## src/rtl/uart_receiver.sv

```systemverilog
// Oversampling 8N1 UART receiver: synchronises rx, frames bytes at mid-bit sample points and
// queues good bytes in a small first-word-fall-through FIFO drained with rd_en.
module uart_receiver #(
    parameter int unsigned CLKS_PER_TICK = 27,
    parameter int unsigned OVERSAMPLE    = 16,
    parameter int unsigned FIFO_DEPTH    = 4
) (
    input  logic       system_clk,
    input  logic       reset,
    input  logic       rx,
    input  logic       rd_en,
    output logic [7:0] dout,
    output logic       rx_valid,
    output logic       rx_busy,
    output logic       frame_err,
    output logic       overrun
);

    localparam int unsigned CW = (CLKS_PER_TICK > 1) ? $clog2(CLKS_PER_TICK) : 1;
    localparam int unsigned SW = $clog2(OVERSAMPLE);
    localparam int unsigned AW = $clog2(FIFO_DEPTH);

    localparam logic [CW-1:0] TickLast = CW'(CLKS_PER_TICK - 1);
    localparam logic [SW-1:0] ScntMid  = SW'(OVERSAMPLE / 2 - 1);
    localparam logic [SW-1:0] ScntLast = SW'(OVERSAMPLE - 1);

    typedef enum logic [1:0] {StIdle, StStart, StData, StStop} state_e;

    logic          rx_meta_q, rx_s_q;
    logic [CW-1:0] tcnt_q;
    logic          tick;

    state_e        state_q;
    logic [SW-1:0] scnt_q;
    logic [2:0]    bitpos_q;
    logic [7:0]    shreg_q;
    logic          rx_busy_q, frame_err_q, overrun_q;

    logic [7:0]    mem_q [FIFO_DEPTH];
    logic [AW:0]   wr_ptr_q, rd_ptr_q;
    logic          full, empty, stop_push, do_push, do_pop;

    // Both synchroniser flops reset to the idle line level so reset never looks like a start bit.
    always_ff @(posedge system_clk or negedge reset) begin
        if (!reset) begin
            rx_meta_q <= 1'b1;
            rx_s_q    <= 1'b1;
        end else begin
            rx_meta_q <= rx;
            rx_s_q    <= rx_meta_q;
        end
    end

    assign tick = (tcnt_q == TickLast);

    always_ff @(posedge system_clk or negedge reset) begin
        if (!reset) begin
            tcnt_q <= '0;
        end else if (tick) begin
            tcnt_q <= '0;
        end else begin
            tcnt_q <= tcnt_q + CW'(1);
        end
    end

    always_ff @(posedge system_clk or negedge reset) begin
        if (!reset) begin
            state_q     <= StIdle;
            scnt_q      <= '0;
            bitpos_q    <= '0;
            shreg_q     <= '0;
            rx_busy_q   <= 1'b0;
            frame_err_q <= 1'b0;
        end else begin
            frame_err_q <= 1'b0;
            if (tick) begin
                unique case (state_q)
                    StIdle: begin
                        if (!rx_s_q) begin
                            state_q   <= StStart;
                            scnt_q    <= '0;
                            rx_busy_q <= 1'b1;
                        end
                    end
                    StStart: begin
                        if (scnt_q == ScntMid) begin
                            if (!rx_s_q) begin
                                state_q  <= StData;
                                scnt_q   <= '0;
                                bitpos_q <= '0;
                            end else begin
                                // Start bit did not survive to its midpoint: treat as a glitch.
                                state_q   <= StIdle;
                                rx_busy_q <= 1'b0;
                            end
                        end else begin
                            scnt_q <= scnt_q + SW'(1);
                        end
                    end
                    StData: begin
                        if (scnt_q == ScntLast) begin
                            shreg_q <= {rx_s_q, shreg_q[7:1]};
                            scnt_q  <= '0;
                            if (bitpos_q == 3'd7) begin
                                state_q <= StStop;
                            end else begin
                                bitpos_q <= bitpos_q + 3'd1;
                            end
                        end else begin
                            scnt_q <= scnt_q + SW'(1);
                        end
                    end
                    StStop: begin
                        if (scnt_q == ScntLast) begin
                            state_q     <= StIdle;
                            rx_busy_q   <= 1'b0;
                            frame_err_q <= ~rx_s_q;
                        end else begin
                            scnt_q <= scnt_q + SW'(1);
                        end
                    end
                    default: begin
                        state_q   <= StIdle;
                        rx_busy_q <= 1'b0;
                    end
                endcase
            end
        end
    end

    assign stop_push = tick && (state_q == StStop) && (scnt_q == ScntLast) && rx_s_q;

    assign empty   = (wr_ptr_q == rd_ptr_q);
    assign full    = (wr_ptr_q[AW] != rd_ptr_q[AW]) && (wr_ptr_q[AW-1:0] == rd_ptr_q[AW-1:0]);
    assign do_pop  = rd_en && !empty;
    // A pop in the same cycle frees the slot, so a full FIFO still accepts the byte.
    assign do_push = stop_push && (!full || do_pop);

    always_ff @(posedge system_clk or negedge reset) begin
        if (!reset) begin
            for (int i = 0; i < FIFO_DEPTH; i++) begin
                mem_q[i] <= '0;
            end
            wr_ptr_q  <= '0;
            rd_ptr_q  <= '0;
            overrun_q <= 1'b0;
        end else begin
            if (do_push) begin
                mem_q[wr_ptr_q[AW-1:0]] <= shreg_q;
                wr_ptr_q                <= wr_ptr_q + (AW+1)'(1);
            end
            if (do_pop) begin
                rd_ptr_q <= rd_ptr_q + (AW+1)'(1);
            end
            overrun_q <= stop_push && full && !do_pop;
        end
    end

    assign dout      = mem_q[rd_ptr_q[AW-1:0]];
    assign rx_valid  = !empty;
    assign rx_busy   = rx_busy_q;
    assign frame_err = frame_err_q;
    assign overrun   = overrun_q;

endmodule

```

## config.mk

```make
export PLATFORM = sky130hd
export DESIGN_NAME = uart_receiver
export DESIGN_NICKNAME = d
export VERILOG_FILES = /design/src/rtl/uart_receiver.sv
export SDC_FILE = /design/constraint.sdc
export NUM_CORES = 1
export LEC_CHECK = 0
export CAP_MARGIN = 20
export CORE_MARGIN = 2
export CORE_UTILIZATION = 52
export CTS_CLUSTER_DIAMETER = 150
export DETAILED_ROUTE_END_ITERATION = 6
export PLACE_DENSITY = 0.71
export SLEW_MARGIN = 20
export SYNTH_ARGS = -nofsm -noshare
export SYNTH_HDL_FRONTEND = slang
export SYNTH_SLANG_ARGS = --single-unit
```

## constraint.sdc

```tcl
create_clock -name system_clk -period 4 [get_ports system_clk]
set_clock_uncertainty 0.2 [all_clocks]
set_input_delay 0.4 -clock system_clk [delete_from_list [all_inputs] [get_ports system_clk]]
set_output_delay 0.4 -clock system_clk [all_outputs]
set_load 0.02 [all_outputs]
```

==> summary.txt, run 1 <==
STA
  • Tcrit/Tclk final: 0.718
  • Setup WS post-layout: 1.13 ns
  • Worst-margin pin slew: 0.708 ns
  • TNS Setup: 0 ns
  • Slew headroom: 0.526
  • Final setup fails: 0
  • RSZ-0062 raised after global routing: no
  • Fmax achieved: 0.348 GHz
  • Final hold viol count: 0
  • Final min period: 2.87 ns
  • Pins Over Slew Limit: 0
  • WHS: 0.156 ns

Layout
  • Commonest non-fill, non-tap cell in the layout: dfrtp_1
  • Area growth, synth to finish: 12.5%
  • # diodes: 0
  • Fraction of layout cells with a size suffix above 1: 0.308
  • Most frequent cells in the layout: dfrtp_1, mux2_2, clkdlybuf4s50_1
  • Non-filler instance count after layout: 325
  • Final net count: 260

Clock tree
  • Root buf cell: clkbuf_8
  • CTS tree: yes
  • Post-CTS Resized: 0
  • Post-CTS Setup Inserts: 0
  • CTS sink count: 65
  • H-tree depth: 3
  • CTS Buffer Depth: 2
  • Clock Latency Late Sink: 0.33 ns
  • Num CTS Buffers: 9
  • Clock-pin transition on the worst setup and hold timing paths: 0.06 ns

Worst setup path
  • Crit. End Element: primary output
  • Setup CP Type: reg -> out
  • Critical path's slowest cell: dfrtp_1
  • Buf/Inv on CP: 1
  • Cells along the critical path: mux4_1 > clkdlybuf4s50_1
  • CP required: 3.40 ns
  • Setup crit start kind: flop
  • Critical path arrival: 2.27 ns
  • Max incr delay on CP: 0.72 ns
  • CP Max Fanout: 11
  • Crit path max-delay family: flip-flops

Die
  • Core area: 0.00585 mm2
  • Initial Util: 0.534
  • I/O Pins: 16
  • Die Wd: 81.5 um
  • Die Ht: 81.5 um
  • Die ar.: 0.00664 mm2
  • # rows: 28

Detailed routing
  • Drt first pass iters: 4
  • Via density: 5.60
  • Total routed wirelength: 5290 um
  • Drt initial violations: 153
  • Post-DRT Antenna Nets: 0
  • Drt wl/cell: 16.3 um
  • Vias: 1819
  • DRC viols: 0

Logic synthesis
  • Number of synthesized flops with an enable pin: 0
  • Post-Syn Nets: 239
  • Yosys warns: 0
  • Fraction of registers with async set/reset: 1.00
  • Ys flop type: dfrtp_1
  • Synthesized cell area: 0.00312 mm2
  • Cells after synthesis: 225
  • Seq cells post-synth: 65
  • Register area share after synthesis: 0.521
  • Synth cell types: 46
  • Synth Area per Inst: 13.9 um2

Flow run
  • Max_cap viols: 0

Global routing
  • Largest net degree at the start of global routing: 50
  • GRT overflow: 0
  • Global-route wire length before repair: 9000 um
  • Vias in the first global route: 1823
  • Met2 Usage GRT: 0.270
  • GRT Overall Usage: 0.182
  • Top Usage Layer GRT: met2
  • Initial antenna violation count: 0
  • Met1 Use GR: 0.253
  • Met3 GRT Util: 0.0341

Place
  • Global placement routability congestion: 0.749
  • PortBufs: 15
  • Hpwl dp: 3530 um
  • Dpl cells: 309
  • Placement Setup Slack: 1.46 ns

Status
  • Status: finished clean

Min path
  • Hold Crit Class: reg -> reg

Power and ir drop
  • Leak: 1.60 nW
  • VDD IR max: 0.224 mV
  • Power Density: 339 mW/mm2
==> metrics by stage <==
| stage | power (mW) | area, um2 | utilization |
|---|---|---|---|
| 2_1_floorplan | 0.680 | 3120 | - |
| 3_3_place_gp | 0.697 | 3320 | 0.568 |
| 3_5_place_dp | 0.697 | 3320 | 0.568 |
| 4_1_cts | 1.21 | 3500 | 0.599 |
| 5_1_grt | 1.24 | 3520 | 0.601 |
| 6_report | 1.19 | 3520 | 0.601 |
==> power by group <==
group / switching, mW / internal (mW)
Combinational: 0.0149 / 0.00639
Sequential: 0.00374 / 0.660
Clock: 0.234 / 0.272
==> metal layers <==
| metal | up-vias | routed length [um] |
|---|---|---|
| met5 | - | 0 |
| met4 | 0 | 117 |
| met1 | 905 | 2580 |
| met3 | 11 | 130 |
| li1 | 880 | - |
| met2 | 23 | 2470 |
==> cells in the mapped netlist (2+ instances only) <==
master / instances / share of area
ha_1: 10 / 0.040
dfrtp_1: 63 / 0.50
mux2i_1: 3 / 0.0096
buf_2: 3 / 0.0048
nand3b_1: 4 / 0.0096
nor2_1: 12 / 0.014
mux4_1: 6 / 0.050
dfstp_2: 2 / 0.017
inv_1: 7 / 0.0084
xnor2_1: 7 / 0.020
a21oi_1: 6 / 0.0096
mux2_2: 43 / 0.15
nand2_1: 7 / 0.0084
xor2_1: 3 / 0.0084
o211ai_1: 2 / 0.0048
nand4b_1: 2 / 0.0056
nor3_4: 2 / 0.010
mux4_2: 2 / 0.014
o21ai_0: 5 / 0.0080
nand3_4: 2 / 0.011
nand3_1: 7 / 0.011
buf_4: 3 / 0.0072
==> flip-flops by register name, summed over array words and instances, names as in the netlist, named ones only <==
name and flops:
mem_q 32, shreg_q 8, tcnt_q 5, scnt_q 4, bitpos_q 3, rd_ptr_q 3
wr_ptr_q 3, frame_err 1, overrun 1, rx_busy 1, rx_meta_q 1, rx_s_q 1
state_q 1
==> path summary, 6_finish.rpt <==
path	from	to	slack, ns	cells after the start
max in group asynchronous	reset	mem_q[8]	2.52	3
setup reg to reg	tcnt_q[0]	mem_q[21]	1.49	6
setup / recovery	rd_ptr_q[0]	dout[6]	1.13	2
hold reg to reg	rx_meta_q	rx_s_q	0.16	0
min in group asynchronous	reset	bitpos_q[1]	0.42	2
hold / removal	rx_meta_q	rx_s_q	0.16	0
==> kinds of logic (layout without fill, tap and decap cells) <==
logic type	after synthesis	after routing	share of synthesized area
buffers and inverters	14	39	0.0240
AO/OA/AOI/OAI	19	19	0.0376
multiplexers	55	55	0.234
AND/OR/NAND/NOR	52	52	0.115
adder cells (fa/ha/maj)	10	10	0.0400
flip-flops	65	65	0.521
XOR/XNOR	10	10	0.0280
==> what timing repair did <==
action                     in CTS  in global routing
setup endpoints to repair       0                  0
hold endpoints to repair        0                 46
hold buffers                    0                  1
==> cell type report <==
class / instances / area [um2]
Fill cell: 467 / 2330
Tap cell: 75 / 93.8
Sequential cell: 65 / 1630
Clock buffer: 13 / 169
Clock inverter: 2 / 12.5
Inverter: 7 / 26.3
Timing Repair Buffer: 17 / 165
Multi-Input combinational cell: 146 / 1420
Note: power is estimated with default switching activity, not from simulation.
==> run 2, diff against run 1 <==
--- a/config.mk
+++ b/config.mk
@@ -10,7 +10,7 @@
 export CORE_UTILIZATION = 52
 export CTS_CLUSTER_DIAMETER = 150
 export DETAILED_ROUTE_END_ITERATION = 6
-export PLACE_DENSITY = 0.71
+export PLACE_DENSITY = 0.73
 export SLEW_MARGIN = 20
 export SYNTH_ARGS = -nofsm -noshare
 export SYNTH_HDL_FRONTEND = slang
==> constraint.sdc (replaced) <==
create_clock -name system_clk -period 2.4 [get_ports system_clk]
set_clock_uncertainty 0.2 [all_clocks]
set_input_delay 0.24 -clock system_clk [delete_from_list [all_inputs] [get_ports system_clk]]
set_output_delay 0.24 -clock system_clk [all_outputs]
set_load 0.02 [all_outputs]
==> run 2 against run 1 <==
Worst setup slack worse by 1.0 ns. Largest cell class unchanged. Via count is 3.8% higher. Worst hold slack worse by 0.043 ns. Clock power is 87% higher. Critical path depth is 2 higher. Global-route usage is 0.071 points lower. Critical endpoint is now rx_valid. Final area is 3.1% higher. Die area stayed put. Total power is 76% higher. Count of clock-buffer cells in the layout is 1 lower. Combinational power is 90% higher.
==> summary.txt, run 2 (synthesis gave the netlist of run 1 again) <==
Status
  • Status: finished clean

Clock tree
  • Clock Latency Late Sink: 0.33 ns
  • CTS Buffer Depth: 2
  • H-tree depth: 3
  • Root buf cell: clkbuf_8
  • CTS sink count: 65
  • CTS tree: yes
  • Clock-pin transition on the worst setup and hold timing paths: 0.07 ns
  • Num CTS Buffers: 9

Worst setup path
  • Setup crit start kind: flop
  • Max incr delay on CP: 0.57 ns
  • Crit. End Element: primary output
  • CP required: 1.96 ns
  • Critical path's slowest cell: clkdlybuf4s50_1
  • Crit path max-delay family: buffers and inverters
  • Reg2reg setup slack: 0.23 ns
  • CP Max Fanout: 4
  • Crit. path cell count: 4
  • Critical path arrival: 1.84 ns
  • Setup CP Type: reg -> out
  • Worst R2R Path Depth: 7
  • CP endpoint: rx_valid
  • Crit path from: rd_ptr_q[0]
  • Reg2reg start: tcnt_q[0]
  • Cells along the critical path: buf_4 > xnor2_1 > nand3b_1 > clkdlybuf4s50_1
  • Buf/Inv on CP: 2
  • Reg2reg end: mem_q[0]

Die
  • Initial Util: 0.534
  • Die Wd: 81.5 um
  • I/O Pins: 16
  • Die ar.: 0.00664 mm2
  • # rows: 28
  • Core area: 0.00585 mm2
  • Die Ht: 81.5 um

Global routing
  • GRT Overall Usage: 0.181
  • Global-route wire length before repair: 8830 um
  • Vias in the first global route: 1823
  • Largest net degree at the start of global routing: 26
  • GRT overflow: 0
  • Initial antenna violation count: 0

Layout
  • Filler Cell Count: 464
  • Most frequent cells in the layout: dfrtp_1, mux2_2, nor2_1, buf_4, clkbuf_8
  • Fraction of layout cells with a size suffix above 1: 0.340
  • Area growth, synth to finish: 16.1%
  • Sequential cell area: 0.00163 mm2
  • Largest register FFs: 32
  • Area occupied by multi-input gates: 0.00142 mm2
  • Most flop-heavy register: mem_q
  • Commonest non-fill, non-tap cell in the layout: dfrtp_1
  • # diodes: 0
  • Largest regs: mem_q (32), shreg_q (8), tcnt_q (5)
  • Final net count: 271

Detailed routing
  • Post-DRT Antenna Nets: 0
  • Drt wl/cell: 15.8 um
  • DRC viols: 0
  • Total routed wirelength: 5320 um
  • Via density: 5.61
  • Drt initial violations: 153
  • Vias: 1889
  • Drt first pass iters: 4

Place
  • PortBufs: 15
  • Global placement routability congestion: 0.766
  • Hpwl dp: 3590 um

STA
  • Final setup fails: 0
  • Pins Over Slew Limit: 0
  • Worst-margin pin slew: 0.574 ns
  • Final min period: 2.28 ns
  • Final hold viol count: 0
  • TNS Setup: 0 ns
  • RSZ-0062 raised after global routing: no
  • Tcrit/Tclk final: 0.952
  • Slew headroom: 0.617
  • Fmax achieved: 0.438 GHz

Min path
  • Hold Crit Class: in -> reg

Power and ir drop
  • Power Density: 576 mW/mm2
  • Pwr Total: 2.09 mW
  • Leak: 1.77 nW
  • VDD IR max: 0.340 mV

Flow run
  • Max_cap viols: 0
-- run 2: timing repair --
item / in CTS / in global routing
endpoints found under the setup margin: 4 / 4
hold endpoints to repair: 21 / 0
hold buffers: 1 / 0
pin swaps: 0 / 0
buffers inserted: 0 / 0
resized for setup: 4 / 4
-- run 2: worst register-to-register path: cells and delay by family (launching register included) --
kind / cells / cell delay [ns]
AND/OR/NAND/NOR: 3 / 0.72
adder cells (fa/ha/maj): 1 / 0.17
multiplexers: 1 / 0.34
buffers and inverters: 2 / 0.24
flip-flops: 1 / 0.40
-- run 2: per-stage QoR --
step	utilization	instance area (um2)	setup slack, ns	instances	hold slack (ns)
2_1_floorplan	-	3120	0.377	225	-0.256
3_3_place_gp	0.582	3400	0.256	320	0.0667
3_5_place_dp	0.582	3400	0.216	320	0.0722
4_1_cts	0.618	3620	0.00101	337	0.0994
5_1_grt	0.620	3630	0.0275	337	0.100
6_report	0.620	3630	0.116	337	0.113
-- run 2: where the power goes --
group	switching (mW)	internal, mW	leakage (nW)
clock network	0.409	0.537	0.103
registers	0.00428	1.10	0.884
logic	0.0280	0.0123	0.780
-- run 2: metal layers --
metal | track usage | vias up | part of all wire
met5 | 0 | - | 0
met4 | 0.0729 | 0 | 0.014
met3 | 0.0527 | 7 | 0.036
met2 | 0.279 | 37 | 0.45
met1 | 0.242 | 946 | 0.50
li1 | - | 899 | -
-- run 2: how the worst min path moves through the flow --
stage	slack, ns	endpoint	depth (start not counted)	start
after detailed placement	0.07	overrun	1	reset
after global routing	0.10	rx_meta_q	1	rx
final	0.11	rx_meta_q	1	rx
after CTS	0.1	rx_meta_q	1	rx
after floorplan	-0.26	async pin	0	reset
after global placement	0.07	scnt_q[3]	1	reset
-- run 2: area by class of cell --
cell class | instances | share of cell area
sequential | 65 | 0.449
multi-input combinational | 146 | 0.392
timing repair buffer | 28 | 0.0690
clock buffer | 12 | 0.0428
tap | 75 | 0.0259
clock inverter | 4 | 0.0141
inverter | 7 | 0.00725
==> run 3, diff against run 2 <==
--- a/config.mk
+++ b/config.mk
@@ -9,8 +9,9 @@
 export CORE_MARGIN = 2
 export CORE_UTILIZATION = 52
 export CTS_CLUSTER_DIAMETER = 150
+export CTS_CLUSTER_SIZE = 25
 export DETAILED_ROUTE_END_ITERATION = 6
-export PLACE_DENSITY = 0.73
+export PLACE_DENSITY_LB_ADDON = 0.15
 export SLEW_MARGIN = 20
 export SYNTH_ARGS = -nofsm -noshare
 export SYNTH_HDL_FRONTEND = slang
==> run 3 against run 2 <==
Worst setup slack improved by 0.047 ns. Critical path depth grew 3. Die area unchanged. First-iteration DRC count down 16%. Register-to-register slack worse by 0.07 ns. Clock power decreased by 0.8%. Total power shrank 0.38%. Critical endpoint is now mem_q[0]. Largest cell class unchanged.
==> summary.txt, run 3 (synthesis gave the netlist of run 1 again) <==
Min path
  • Hold Crit Class: in -> reg
  • Worst hold path depth: 1
  • Hold endpoint: rx_meta_q
  • Hold_sp: rx

Status
  • Status: finished clean

Clock tree
  • CTS tree: yes
  • CTS Buffer Depth: 2
  • Root buf cell: clkbuf_8
  • Num CTS Buffers: 9
  • Clock Latency Late Sink: 0.34 ns
  • CTS sink count: 65
  • Clock-pin transition on the worst setup and hold timing paths: 0.07 ns
  • H-tree depth: 3

Worst setup path
  • Worst R2R Path Depth: 7
  • Reg2reg setup slack: 0.16 ns
  • Crit. End Element: flop
  • Reg2reg start: tcnt_q[0]
  • Setup CP Type: reg -> reg
  • Setup crit start kind: flop
  • CP Max Fanout: 9
  • CP required: 2.42 ns
  • Critical path arrival: 2.26 ns
  • Reg2reg end: mem_q[0]

Detailed routing
  • Post-DRT Antenna Nets: 0
  • Vias: 1839
  • Total routed wirelength: 5300 um
  • Drt initial violations: 129
  • Drt first pass iters: 4
  • DRC viols: 0
  • Drt wl/cell: 15.8 um
  • Via density: 5.49

Layout
  • Most frequent cells in the layout: dfrtp_1, mux2_2, nor2_1
  • Area growth, synth to finish: 16.8%
  • Final net count: 269
  • Filler Cell Count: 450
  • Area occupied by multi-input gates: 0.00142 mm2
  • Fraction of layout cells with a size suffix above 1: 0.338
  • Most flop-heavy register: mem_q
  • Sequential cell area: 0.00163 mm2
  • # diodes: 0
  • Commonest non-fill, non-tap cell in the layout: dfrtp_1
  • Largest register FFs: 32
  • Largest regs: mem_q (32), shreg_q (8), tcnt_q (5)
  • Final core utilization: 0.624

Place
  • Global placement routability congestion: 0.844
  • PortBufs: 15
  • Placement Setup Slack: 0.172 ns
  • Hpwl dp: 3480 um

Global routing
  • Largest net degree at the start of global routing: 66
  • GRT overflow: 0
  • Global-route wire length before repair: 9160 um
  • Met2 Usage GRT: 0.261
  • Initial antenna violation count: 0
  • Met1 Use GR: 0.275
  • Met3 GRT Util: 0.0495
  • Top Usage Layer GRT: met1
  • Vias in the first global route: 1856
  • GRT Overall Usage: 0.187

STA
  • Slew headroom: 0.764
  • WHS: 0.105 ns
  • Final setup fails: 0
  • Final min period: 2.24 ns
  • TNS Setup: 0 ns
  • Tcrit/Tclk final: 0.932
  • Worst-margin pin slew: 0.352 ns
  • Fmax achieved: 0.447 GHz
  • RSZ-0062 raised after global routing: no
  • Final hold viol count: 0
  • Pins Over Slew Limit: 0
  • Setup WS post-layout: 0.164 ns

Die
  • Die ar.: 0.00664 mm2
  • Initial Util: 0.534
  • Die Wd: 81.5 um
  • Core area: 0.00585 mm2
  • # rows: 28
  • Die Ht: 81.5 um
  • I/O Pins: 16

Power and ir drop
  • Leak: 1.74 nW
  • VDD IR max: 0.452 mV
  • Pwr Total: 2.08 mW
  • Power Density: 570 mW/mm2

Flow run
  • Max_cap viols: 0
[run 3: per-stage QoR]
stage | instance area (um2) | cells
global route | 3650 | 335
detailed placement | 3440 | 318
floorplan | 3120 | 225
CTS | 3640 | 335
finish | 3650 | 335
global placement | 3440 | 318
[run 3: metal layers]
layer,part of all wire,routed length (um)
met1,0.51,2700
met2,0.44,2330
met3,0.036,193
met4,0.015,80
met5,0,0
[run 3: cell type report]
cell class | instances | area share
Inverter | 7 | 0.00720
Clock buffer | 10 | 0.0377
Tap cell | 75 | 0.0257
Clock inverter | 6 | 0.0182
Multi-Input combinational cell | 146 | 0.389
Timing Repair Buffer | 26 | 0.0758
Sequential cell | 65 | 0.446
[run 3: worst max path at each step]
stage | endpoint | slack (ns) | from
after global placement | mem_q[0] | 0.23 | tcnt_q[0]
final | mem_q[0] | 0.16 | tcnt_q[0]
after detailed placement | mem_q[0] | 0.17 | tcnt_q[0]
after floorplan | bitpos_q[0] | 0.38 | tcnt_q[0]
after CTS | dout[4] | 0.005 | rd_ptr_q[0]
after global routing | mem_q[0] | 0.04 | tcnt_q[0]
[run 3: where the power goes]
group	total [mW]	switching (mW)	internal, mW
combinational	0.0416	0.0280	0.0136
clock	0.938	0.429	0.509
sequential	1.10	0.00383	1.10
total	2.08	0.460	1.62
[run 3: what timing repair did]
item | in CTS | in global routing
cloned | 0 | 0
buffers inserted | 0 | 0
endpoints found under the setup margin | 7 | 2
hold endpoints to repair | 64 | 0
hold buffers | 1 | 0
gates resized for setup | 7 | 2
[run 3: worst max-delay path, cell delays in order, from the launching register on]
cell and delay (ns):
dfrtp_1 0.41, inv_1 0.07, ha_1 0.17, and4b_1 0.35, buf_4 0.17, and4_4 0.26
nand3_4 0.16, mux2_4 0.33
